<file path="src/rtl/uart_tx_arb.sv">
// uart_tx_arb: shares one uart_tx between a buffered echo stream (A) and a packet source (B); define UART_TX_ARB_DROP_CNT_EN for o_a_drops.
// Latency: echo byte reaches o_valid two edges after its strobe; B first byte two edges after i_b_valid, later bytes one edge after each send.
// Backpressure: i_ready stalls the output; A is never stalled (dropped when FIFO full); B is accepted only while o_b_ready (B_LOAD).

// Echo FIFO: a write into a full FIFO is still accepted when a pop happens in the same cycle.
module uart_tx_arb_fifo #(
    parameter int DEPTH = 4,
    parameter int W     = 8
) (
    input  logic         i_clk,
    input  logic         i_rst,
    input  logic         i_wr,
    input  logic [W-1:0] i_wr_data,
    input  logic         i_rd,
    output logic [W-1:0] o_rd_data,
    output logic         o_empty,
    output logic         o_drop
);
    localparam int AW = $clog2(DEPTH);

    logic [W-1:0]  r_mem [DEPTH];
    logic [AW-1:0] r_wr_ptr;
    logic [AW-1:0] r_rd_ptr;
    logic [AW:0]   r_count;
    logic          w_full;
    logic          w_rd;
    logic          w_wr_ok;

    assign w_full    = (r_count == (AW+1)'(DEPTH));
    assign o_empty   = (r_count == '0);
    assign w_rd      = i_rd && !o_empty;
    assign w_wr_ok   = i_wr && (!w_full || w_rd);
    assign o_drop    = i_wr && !w_wr_ok;
    assign o_rd_data = r_mem[r_rd_ptr];

    always_ff @(posedge i_clk) begin
        if (w_wr_ok) begin
            r_mem[r_wr_ptr] <= i_wr_data;
        end
    end

    always_ff @(posedge i_clk) begin
        if (i_rst) begin
            r_wr_ptr <= '0;
            r_rd_ptr <= '0;
            r_count  <= '0;
        end else begin
            if (w_wr_ok) begin
                r_wr_ptr <= r_wr_ptr + AW'(1);
            end
            if (w_rd) begin
                r_rd_ptr <= r_rd_ptr + AW'(1);
            end
            if (w_wr_ok && !w_rd) begin
                r_count <= r_count + (AW+1)'(1);
            end else if (!w_wr_ok && w_rd) begin
                r_count <= r_count - (AW+1)'(1);
            end
        end
    end
endmodule

module uart_tx_arb #(
    parameter int DEPTH = 4
) (
    input  logic       i_clk,
    input  logic       i_rst,
    input  logic [7:0] i_a_data,
    input  logic       i_a_valid,
    output logic       o_a_overflow,
`ifdef UART_TX_ARB_DROP_CNT_EN
    output logic [7:0] o_a_drops,
`endif
    input  logic [7:0] i_b_data,
    input  logic       i_b_last,
    input  logic       i_b_valid,
    output logic       o_b_ready,
    output logic [7:0] o_data,
    output logic       o_valid,
    input  logic       i_ready,
    output logic       o_busy
);
    typedef enum logic [1:0] {S_IDLE, S_A_SEND, S_B_LOAD, S_B_SEND} state_t;

    localparam logic LAST_A = 1'b0;
    localparam logic LAST_B = 1'b1;

    state_t     r_state;
    logic       r_last;
    logic       r_b_last;
    logic [7:0] r_data;
    logic       r_valid;
    logic       r_overflow;

    logic [7:0] w_head;
    logic       w_empty;
    logic       w_drop;
    logic       w_a_pend;
    logic       w_b_pend;
    logic       w_grant_a;
    logic       w_grant_b;

    assign w_a_pend  = !w_empty;
    assign w_b_pend  = i_b_valid;
    // On a tie the requester that did not go last wins.
    assign w_grant_a = (r_state == S_IDLE) && w_a_pend && (!w_b_pend || (r_last == LAST_B));
    assign w_grant_b = (r_state == S_IDLE) && w_b_pend && (!w_a_pend || (r_last == LAST_A));

    uart_tx_arb_fifo #(
        .DEPTH (DEPTH),
        .W     (8)
    ) u_echo_fifo (
        .i_clk     (i_clk),
        .i_rst     (i_rst),
        .i_wr      (i_a_valid),
        .i_wr_data (i_a_data),
        .i_rd      (w_grant_a),
        .o_rd_data (w_head),
        .o_empty   (w_empty),
        .o_drop    (w_drop)
    );

    always_ff @(posedge i_clk) begin
        if (i_rst) begin
            r_state    <= S_IDLE;
            r_last     <= LAST_B;
            r_b_last   <= 1'b0;
            r_data     <= 8'h00;
            r_valid    <= 1'b0;
            r_overflow <= 1'b0;
        end else begin
            if (w_drop) begin
                r_overflow <= 1'b1;
            end
            case (r_state)
                S_IDLE: begin
                    if (w_grant_a) begin
                        r_data  <= w_head;
                        r_valid <= 1'b1;
                        r_state <= S_A_SEND;
                    end else if (w_grant_b) begin
                        r_state <= S_B_LOAD;
                    end
                end
                S_A_SEND: begin
                    if (i_ready) begin
                        r_valid <= 1'b0;
                        r_last  <= LAST_A;
                        r_state <= S_IDLE;
                    end
                end
                S_B_LOAD: begin
                    if (i_b_valid) begin
                        r_data   <= i_b_data;
                        r_b_last <= i_b_last;
                        r_valid  <= 1'b1;
                        r_state  <= S_B_SEND;
                    end
                end
                S_B_SEND: begin
                    // The packet keeps the transmitter until its last byte is sent.
                    if (i_ready) begin
                        r_valid <= 1'b0;
                        if (r_b_last) begin
                            r_last  <= LAST_B;
                            r_state <= S_IDLE;
                        end else begin
                            r_state <= S_B_LOAD;
                        end
                    end
                end
                default: r_state <= S_IDLE;
            endcase
        end
    end

`ifdef UART_TX_ARB_DROP_CNT_EN
    logic [7:0] r_drops;

    always_ff @(posedge i_clk) begin
        if (i_rst) begin
            r_drops <= 8'd0;
        end else if (w_drop && (r_drops != 8'hFF)) begin
            r_drops <= r_drops + 8'd1;
        end
    end

    assign o_a_drops = r_drops;
`endif

    assign o_b_ready    = (r_state == S_B_LOAD);
    assign o_busy       = (r_state != S_IDLE);
    assign o_data       = r_data;
    assign o_valid      = r_valid;
    assign o_a_overflow = r_overflow;
endmodule

</file>
<file path="config.mk">
export PLATFORM = sky130hd
export DESIGN_NAME = uart_tx_arb
export DESIGN_NICKNAME = d
export VERILOG_FILES = /design/src/rtl/uart_tx_arb.sv
export SDC_FILE = /design/constraint.sdc
export NUM_CORES = 1
export LEC_CHECK = 0
export BUFFER_PORTS_ARGS = -buffer_cell sky130_fd_sc_hd__buf_2
export CORE_MARGIN = 5
export CORE_UTILIZATION = 60
export DETAILED_ROUTE_END_ITERATION = 16
export GPL_TIMING_DRIVEN = 0
export PLACE_DENSITY_LB_ADDON = 0.15
export SYNTH_ARGS = -nofsm -noshare
export SYNTH_HDL_FRONTEND = slang
export SYNTH_SLANG_ARGS = --single-unit
</file>
<file path="constraint.sdc">
create_clock -name i_clk -period 7.3 [get_ports i_clk]
set_clock_uncertainty 0.1 [all_clocks]
set_input_delay 1.825 -clock i_clk [delete_from_list [all_inputs] [get_ports i_clk]]
set_output_delay 1.825 -clock i_clk [all_outputs]
set_load 0.02 [all_outputs]
</file>
; ---- After elaboration in Yosys (flattened, before gate mapping)
; Memory sizes are Yosys's and may differ from the RTL's. A register that Yosys moved wholly into a read port is not among the register bits.
; Index checks and enable logic that the tools add are counted.
[totals]
register_bits = 21
ramBits = 32
in_bits = 22
wordCells = 78
n_memories = 1
[memory_table]
columns = memory, words, word_bits, read_ports, rd_ports_with_merged_regs, wr, line
row1 = u_echo_fifo.r_mem, 4, 8, 1, 1, 1, 21  ; logic [W-1:0] r_mem [DEPTH];
[op_classes]
add_sub_neg = 4
n_eq_ne = 11
n_mux = 23
bitwise_logic = 1
n_reduce_logical = 29
[op_table]
columns = cell, n
row1 = $mux W2, 8
row2 = $mux W8, 2
row3 = $pmux W8 S2, 1
row4 = $logic_and A1 B1 Y1, 9
row5 = $ne A2 B2 Y1 const B, 4
row6 = $pmux W2 S4, 1
row7 = $reduce_and A4 Y1, 2
row8 = $reduce_bool A2 Y1, 4
row9 = $mux W1, 7
row10 = $mux W3, 2
row11 = $reduce_and A3 Y1, 2
row12 = $logic_not A1 Y1, 5
row13 = $add A2 B1 Y2 const B, 2
row14 = $eq A2 B2 Y1 const B, 2
row15 = $ne A2 B1 Y1 const B, 2
row16 = $add A3 B1 Y3 const B, 1
row17 = $eq A3 B3 Y1 const B, 1
row18 = $logic_not A3 Y1, 1
row19 = $logic_or A1 B1 Y1, 3
row20 = $ne A3 B2 Y1 const B, 1
row21 = $pmux W1 S3, 1
row22 = $sub A3 B1 Y3 const B, 1
row23 = $eq A2 B1 Y1 const B, 1
row24 = $logic_not A2 Y1, 1
row25 = other kinds (4), 4

; ---- Longest topological paths before layout
; Gate-level depths: netlist (run 1).
[logic_depth]
word_depth = 11
depth_mapped = 10

; ---- Hierarchy
; From an unflattened synthesis (run 1), not the netlist that was laid out.
[unflattened]
cells_unflattened = 160
hier_area_um2 = 2319.7
[by_module_without_submodules]
columns = mod, instances, cells_each, area_each_um2
row1 = uart_tx_arb_fifo, 1, 91, 1644.1
row2 = uart_tx_arb, 1, 69, 675.6

; ---- Worst setup path before layout (run 1)
; No wires, ideal clock.
[synth_timing]
path_type = input -> register
from = input i_b_valid
to = register u_echo_fifo.r_count[2]
setup_ns = 0.071
arrival_time_ns = 3.493
slack_ns = 3.636
cell_stages = 9
path_buffers = 0
path_cell_list = nand2b_1 > nand2_1 > a31oi_2 > ha_1 > inv_1 > fa_1 > xor2_1 > or3_1 > a21oi_1
[synth_via]
elab_chain_len = 9
elab_cells_between_ends = 12
classes_between = 1 x mux / 11 x reduce/logical
[synth_lines]
columns = item, line
row1 = start: declaration, 76  ; input logic i_b_valid,
row2 = $logic_not A1 Y1 *, 106  ; assign w_grant_a = (r_state == S_IDLE) && w_a_pend && (!w_b_pend || (r_last == LAST_B));
row3 = $logic_or A1 B1 Y1 *, 106
row4 = $logic_and A1 B1 Y1 *, 106
row5 = $logic_and A1 B1 Y1 *, 31  ; assign w_rd = i_rd && !o_empty;
row6 = $logic_or A1 B1 Y1 *, 32  ; assign w_wr_ok = i_wr && (!w_full || w_rd);
row7 = $logic_and A1 B1 Y1 *, 32
row8 = net u_echo_fifo.w_wr_ok, 27  ; logic w_wr_ok;
row9 = $logic_not A1 Y1, 56  ; end else if (!w_wr_ok && w_rd) begin
row10 = $logic_and A1 B1 Y1, 56
row11 = $reduce_bool A2 Y1 (no source line), --
row12 = end signal: assignment, 55  ; r_count <= r_count + (AW+1)'(1);
row13 = end signal: assignment, 57  ; r_count <= r_count - (AW+1)'(1);
row14 = end: declaration, 24  ; logic [AW:0] r_count;
; Mark *: on every way through the listed nets, which the timed path passes. The rest lies on a longest branch.
; A chain may end at the register's enable or synchronous reset.

; ---- Worst setup path after layout (run 1)
; Ends and elaborated chain as after synthesis.

==> metrics, run 1 <==
Area Overhead vs Synth 14.2%; top cell type's share of synthesized area 0.422; die width approximately 72 µm; fill count about 250; Port-buffer cells 33; slew margin rel. 0.612; max incr delay on CP roughly 390 ps; largest net degree at the start of global routing 21; #FFs+latches synth between 50 and 60; P_leak roughly 1.0 nW; Max Root-Sink Buffers 2; sequential area share after synthesis 0.624; net count after synthesis 199; DIE HEIGHT a little over 70 µm; worst reg2reg startpoint r_state[0]$_SDFFE_PP0P_; First-pass DRT Iterations 4; Ports 34; initial antenna violation count 0; Cells after Synth between 150 and 200; DRC Markers 0; CP max stage cell a31oi_2; setup repair bufs after CTS 0; first-pass GRT wire length between 6 and 7 mm; vias post-DR 1421; vias in the first global route 1471; Multi-input gate area roughly 780 µm²; max-slew violation count 0; routability cong. 0.768; Tot Pwr about 970 µW; final net count around 240; WL/cell approximately 16 µm; max_cap viols 0; Min-Delay Path Class reg2reg; H-tree depth 2; Clock transition at path regs 90 ps; layout cell share with drive strength beyond 1 0.283; total CTS buffers 5; Final Hold Viols 0; worst hold slack 376 ps; startpoint types primary input; CTS tree done; CP Max Fanout 7; WL final between 4 and 5 mm; status complete, no violations; # diodes 0; VDD IR-drop max between 0.15 and 0.2 mV; Required @ worst endpoint around 7400 ps; Slew @ Worst Pin 582 ps; RSZ-0062 raised after global routing no; Reg-to-Reg End u_echo_fifo.r_count[2]$_SDFFE_PP0P_; R2R depth 10; final setup fails 0; TritonCTS Sinks between 50 and 60; Sequential Area 0.00142 mm²; Setup CP Type in2reg; flop-to-flop setup slack about 4500 ps; library cells used by synthesis 36; # hold bufs at CTS 0; clk root buf clkbuf_8; FP Rows 22; via/cell ratio roughly 5.5; drt initial violations roughly 110; Core Region 0.00366 mm²; Routed Antenna Nets 0; hold path start o_a_overflow$_SDFFE_PP0P_; Synth area leaders edfxtp_1 42%, dfxtp_1 20%, mux4_2 7.9%; Worst Hold End o_a_overflow$_SDFFE_PP0P_; Starting Density 0.622; Post-CTS Resized 0; die area between 0.005 and 0.006 mm²; global route overflow 0; yosys warns 0; Setup TNS 0 ps; crit path cell chain buf_2 -> nand2b_1 -> nand2_1 -> a31oi_2 -> ha_1 -> inv_1 -> fa_1 -> xor2_1 -> or3_1 -> a21oi_1; worst endpoint data arrival time about 3900 ps; Power Density between 300 and 400 mW/mm²; min Tclk post-route between 3000 and 4000 ps; Fmax 0.268 GHz; Netlist Area Pre-Place approximately 0.0023 mm²; Global Route Usage Sum 0.173; area leader, netlist edfxtp_1; Detail Placement HPWL a little over 3 mm; Clock Latency Late Sink between 300 and 400 ps; worst hold stages 2; fin crit share 0.512; Worst setup EP type flop; Avg Cell Area, Syn about 13 µm²
[how the worst max path moves through the flow]
stage	slack [ps]	to	cells past startpoint	start
floorplan	3640	u_echo_fifo.r_count[2]$_SDFFE_PP0P_	9	i_b_valid
finish	3560	u_echo_fifo.r_count[2]$_SDFFE_PP0P_	10	i_b_valid
detailed placement	3260	u_echo_fifo.r_count[2]$_SDFFE_PP0P_	10	i_b_valid
global placement	3370	u_echo_fifo.r_count[2]$_SDFFE_PP0P_	10	i_b_valid
global route	3450	u_echo_fifo.r_count[2]$_SDFFE_PP0P_	10	i_b_valid
CTS	3580	o_b_ready	6	r_state[0]$_SDFFE_PP0P_
[kinds of logic (layout without fill, tap and decap cells)]
kind of cell	count (synthesis)	count (layout)	synth area share
AND/OR/NAND/NOR	57	57	0.115
flip-flops	55	55	0.624
AO/OA/AOI/OAI	22	22	0.0846
buffers and inverters	16	57	0.0318
multiplexers	11	11	0.0928
adder cells (fa/ha/maj)	6	6	0.0362
XOR/XNOR	4	4	0.0154
[synth_stat cells, drive strengths merged]
library cell	count
a211oi	1
buf	4
inv	7
edfxtp	32
and2	4
nor2	22
o21ai	2
o21bai	1
dfxtp	23
clkbuf	5
nor3b	1
a221oi	1
nor4	1
xor2	4
mux2	1
fa	1
a31oi	2
ha	5
a311oi	8
nand4	1
a21oi	4
nor2b	1
nand2b	4
nand3	3
nand2	18
o21a	1
a2111oi	1
mux4	8
or3	2
a41oi	1
mux2i	2
[metal layers]
layer | track usage | vias up | share of wire
li1 | - | 701 | -
met1 | 0.212 | 678 | 0.43
met2 | 0.288 | 38 | 0.51
met3 | 0.0533 | 4 | 0.053
met4 | 0.0626 | 0 | 0.0076
met5 | 0 | - | 0
[placed cells by master (no fill, tap or decap), drive strengths merged, types with 3 or more instances in the layout]
cell	n
a21oi	4
and2	4
inv	10
dfxtp	23
ha	5
mux4	8
nand2b	4
nand3	3
xor2	4
nand2	18
a311oi	8
edfxtp	32
nor2	22
buf	37
clkbuf	10
[cell type report]
type / count / area share
flip-flops and latches: 55 / 0.546
repair buffers: 33 / 0.0635
clock inverters: 3 / 0.0111
inverters: 7 / 0.0101
clock buffers: 5 / 0.0265
multi-input cells: 100 / 0.302
plain buffers: 9 / 0.0178
well taps: 48 / 0.0231
[registers in the layout (all words and copies together) (netlist names), named ones only]
register	count
o_a_overflow	1
o_data	8
o_valid	1
r_b_last	1
r_last	1
r_state	2
u_echo_fifo.r_count	3
u_echo_fifo.r_mem	32
u_echo_fifo.r_rd_ptr	2
u_echo_fifo.r_wr_ptr	2
[report_power, final]
| part | leakage, nW | internal (mW) | switching (mW) | total [mW] |
|---|---|---|---|---|
| sequential | 0.484 | 0.390 | 0.0325 | 0.422 |
| clock | 0.0511 | 0.0725 | 0.104 | 0.176 |
| combinational | 0.481 | 0.151 | 0.216 | 0.367 |
| total | 1.02 | 0.613 | 0.352 | 0.965 |
[worst max-delay path, delay by kind of cell]
kind	cells	cell delay, ps
fa+ha+maj	2	620
buf+inv	2	180
compound gates	2	530
xor+xnor	1	160
simple gates	3	550
[metrics by stage]
stage | util | area [µm²] | instances | setup WS [ps]
2_1_floorplan | - | 2280 | 171 | 3640
3_3_place_gp | 0.684 | 2500 | 252 | 3370
3_5_place_dp | 0.684 | 2500 | 252 | 3260
4_1_cts | 0.711 | 2600 | 260 | 3580
5_1_grt | 0.711 | 2600 | 260 | 3450
6_report | 0.711 | 2600 | 260 | 3560
Note: power is estimated with default switching activity, not from simulation.
==> run 2: changes to the inputs <==
- CORE_UTILIZATION: 60 -> 50
- clock period: 7.3 -> 3.13 ns (I/O delays scaled with it)
==> run 2 against run 1 <==
Sequential share of layout area down 0.90 points. Final area rose by 1.7%. Highest routed layer unchanged. Utilization fell by 11 points. Largest cell class unchanged. Combinational power is 130% higher. Global-route usage shrank 2.2 points. Via count is 0.77% higher. Clock-buffer cell count did not move. Register-to-register slack got worse by 4200 ps.
==> metrics, run 2 (synthesis gave the netlist of run 1 again) <==
layout cell share with drive strength beyond 1 0.283; Required @ worst endpoint about 3300 ps; final net count around 240; routability cong. 0.830; Clock Latency Late Sink around 310 ps; Starting Density 0.520; Detail Placement HPWL between 3 and 4 mm; worst endpoint data arrival time 2950 ps; Min-Delay Path Class reg2reg; Power Density around 900 mW/mm²; Global Route Usage Sum 0.151; most flop-heavy register u_echo_fifo.r_mem; Area Overhead vs Synth 16.1%; die area 0.00601 mm²; Final Hold Viols 0; Tot Pwr 2.39 mW; max_cap viols 0; startpoint types flop; setup repair bufs after CTS 0; # diodes 0; Slew @ Worst Pin between 600 and 700 ps; initial antenna violation count 0; die width 77.5 µm; max incr delay on CP 410 ps; Fmax around 0.36 GHz; VDD IR-drop max between 0.3 and 0.4 mV; flop-to-flop setup slack 310 ps; fin crit share 0.900; First-pass DRT Iterations 4; Setup CP Type reg2reg; Max Root-Sink Buffers 2; clk root buf clkbuf_8; status complete, no violations; max-slew violation count 0; drt initial violations 70; CP top delay family simple AND/OR/NAND/NOR gates; RSZ-0062 raised after global routing no; H-tree depth 2; CTS tree done; total CTS buffers 5; final setup fails 0; crit path cell chain clkbuf_2 -> nor2_1 -> nand2_1 -> a31oi_2 -> ha_1 -> inv_1 -> fa_1 -> xor2_1 -> or3_1 -> a21oi_1; WL/cell ~16 µm; Core Region about 0.0044 mm²; WL final around 4.2 mm; most common cell after layout, fill and taps aside buf_2; largest net degree at the start of global routing 18; Worst setup EP type flop; first-pass GRT wire length between 7 and 8 mm; vias in the first global route around 1400; vias post-DR about 1400; Post-CTS Resized 0; global route overflow 0; commonest non-fill, non-tap cells in the layout 36 x buf_2, 32 x edfxtp_1, 23 x dfxtp_1; DRC Markers 0; Clock transition at path regs 90 ps; TritonCTS Sinks 55; WP buf/inv 2; # hold bufs at CTS 0; P_leak just over 1 nW; Largest register FFs 32; worst hold slack 381 ps; min Tclk post-route roughly 2800 ps; CP Max Fanout 7; DIE HEIGHT 77.5 µm; Ports 34; via/cell ratio 5.42; Port-buffer cells 33; CP max stage cell a31oi_2; Routed Antenna Nets 0; FP Rows 24; slew margin rel. 0.596; Setup TNS 0 ps
## run 2: cell type report
type,instances,area (µm²)
well taps,52,65.1
repair buffers,33,165
fillers,355,1740
clock inverters,3,67.6
inverters,7,26.3
flip-flops and latches,55,1420
plain buffers,9,46.3
multi-input cells,100,785
clock buffers,5,68.8
## run 2: worst paths after layout
path                            from                                  end  depth (start not counted)
max          r_state[1]$_SDFFE_PP0P_  u_echo_fifo.r_count[2]$_SDFFE_PP0P_                         10
min reg2reg     o_valid$_SDFFE_PP0P_                 o_valid$_SDFFE_PP0P_                          1
max reg2reg  r_state[1]$_SDFFE_PP0P_  u_echo_fifo.r_count[2]$_SDFFE_PP0P_                         10
min             o_valid$_SDFFE_PP0P_                 o_valid$_SDFFE_PP0P_                          1
## run 2: routing by layer
layer  global-route usage  part of all wire  vias to the layer above
li1                     -                 -                      697
met1                0.193              0.45                      686
met2                0.246              0.47                       43
met3               0.0463             0.064                        6
met4               0.0464             0.014                        0
met5                    0                 0                        -
## run 2: worst register-to-register path, stage by stage (launching register included)
cell      delay [ps]
dfxtp_1          310
clkbuf_2         170
nor2_1           260
nand2_1          150
a31oi_2          410
ha_1             280
inv_1             70
fa_1             380
xor2_1           160
or3_1            300
a21oi_1          160
## run 2: power by group
| part | switching, mW | internal (mW) |
|---|---|---|
| clock | 0.227 | 0.319 |
| sequential | 0.0766 | 0.909 |
| combinational | 0.501 | 0.353 |
| total | 0.805 | 1.58 |
## run 2: through the flow
stage / instances / cell area, µm² / worst slack [ps] / utilization
after floorplan: 171 / 2280 / 509 / -
after global placement: 256 / 2510 / 177 / 0.572
after detailed placement: 256 / 2510 / 93.1 / 0.572
after CTS: 264 / 2650 / 330 / 0.603
after global routing: 264 / 2650 / 111 / 0.603
final: 264 / 2650 / 313 / 0.603
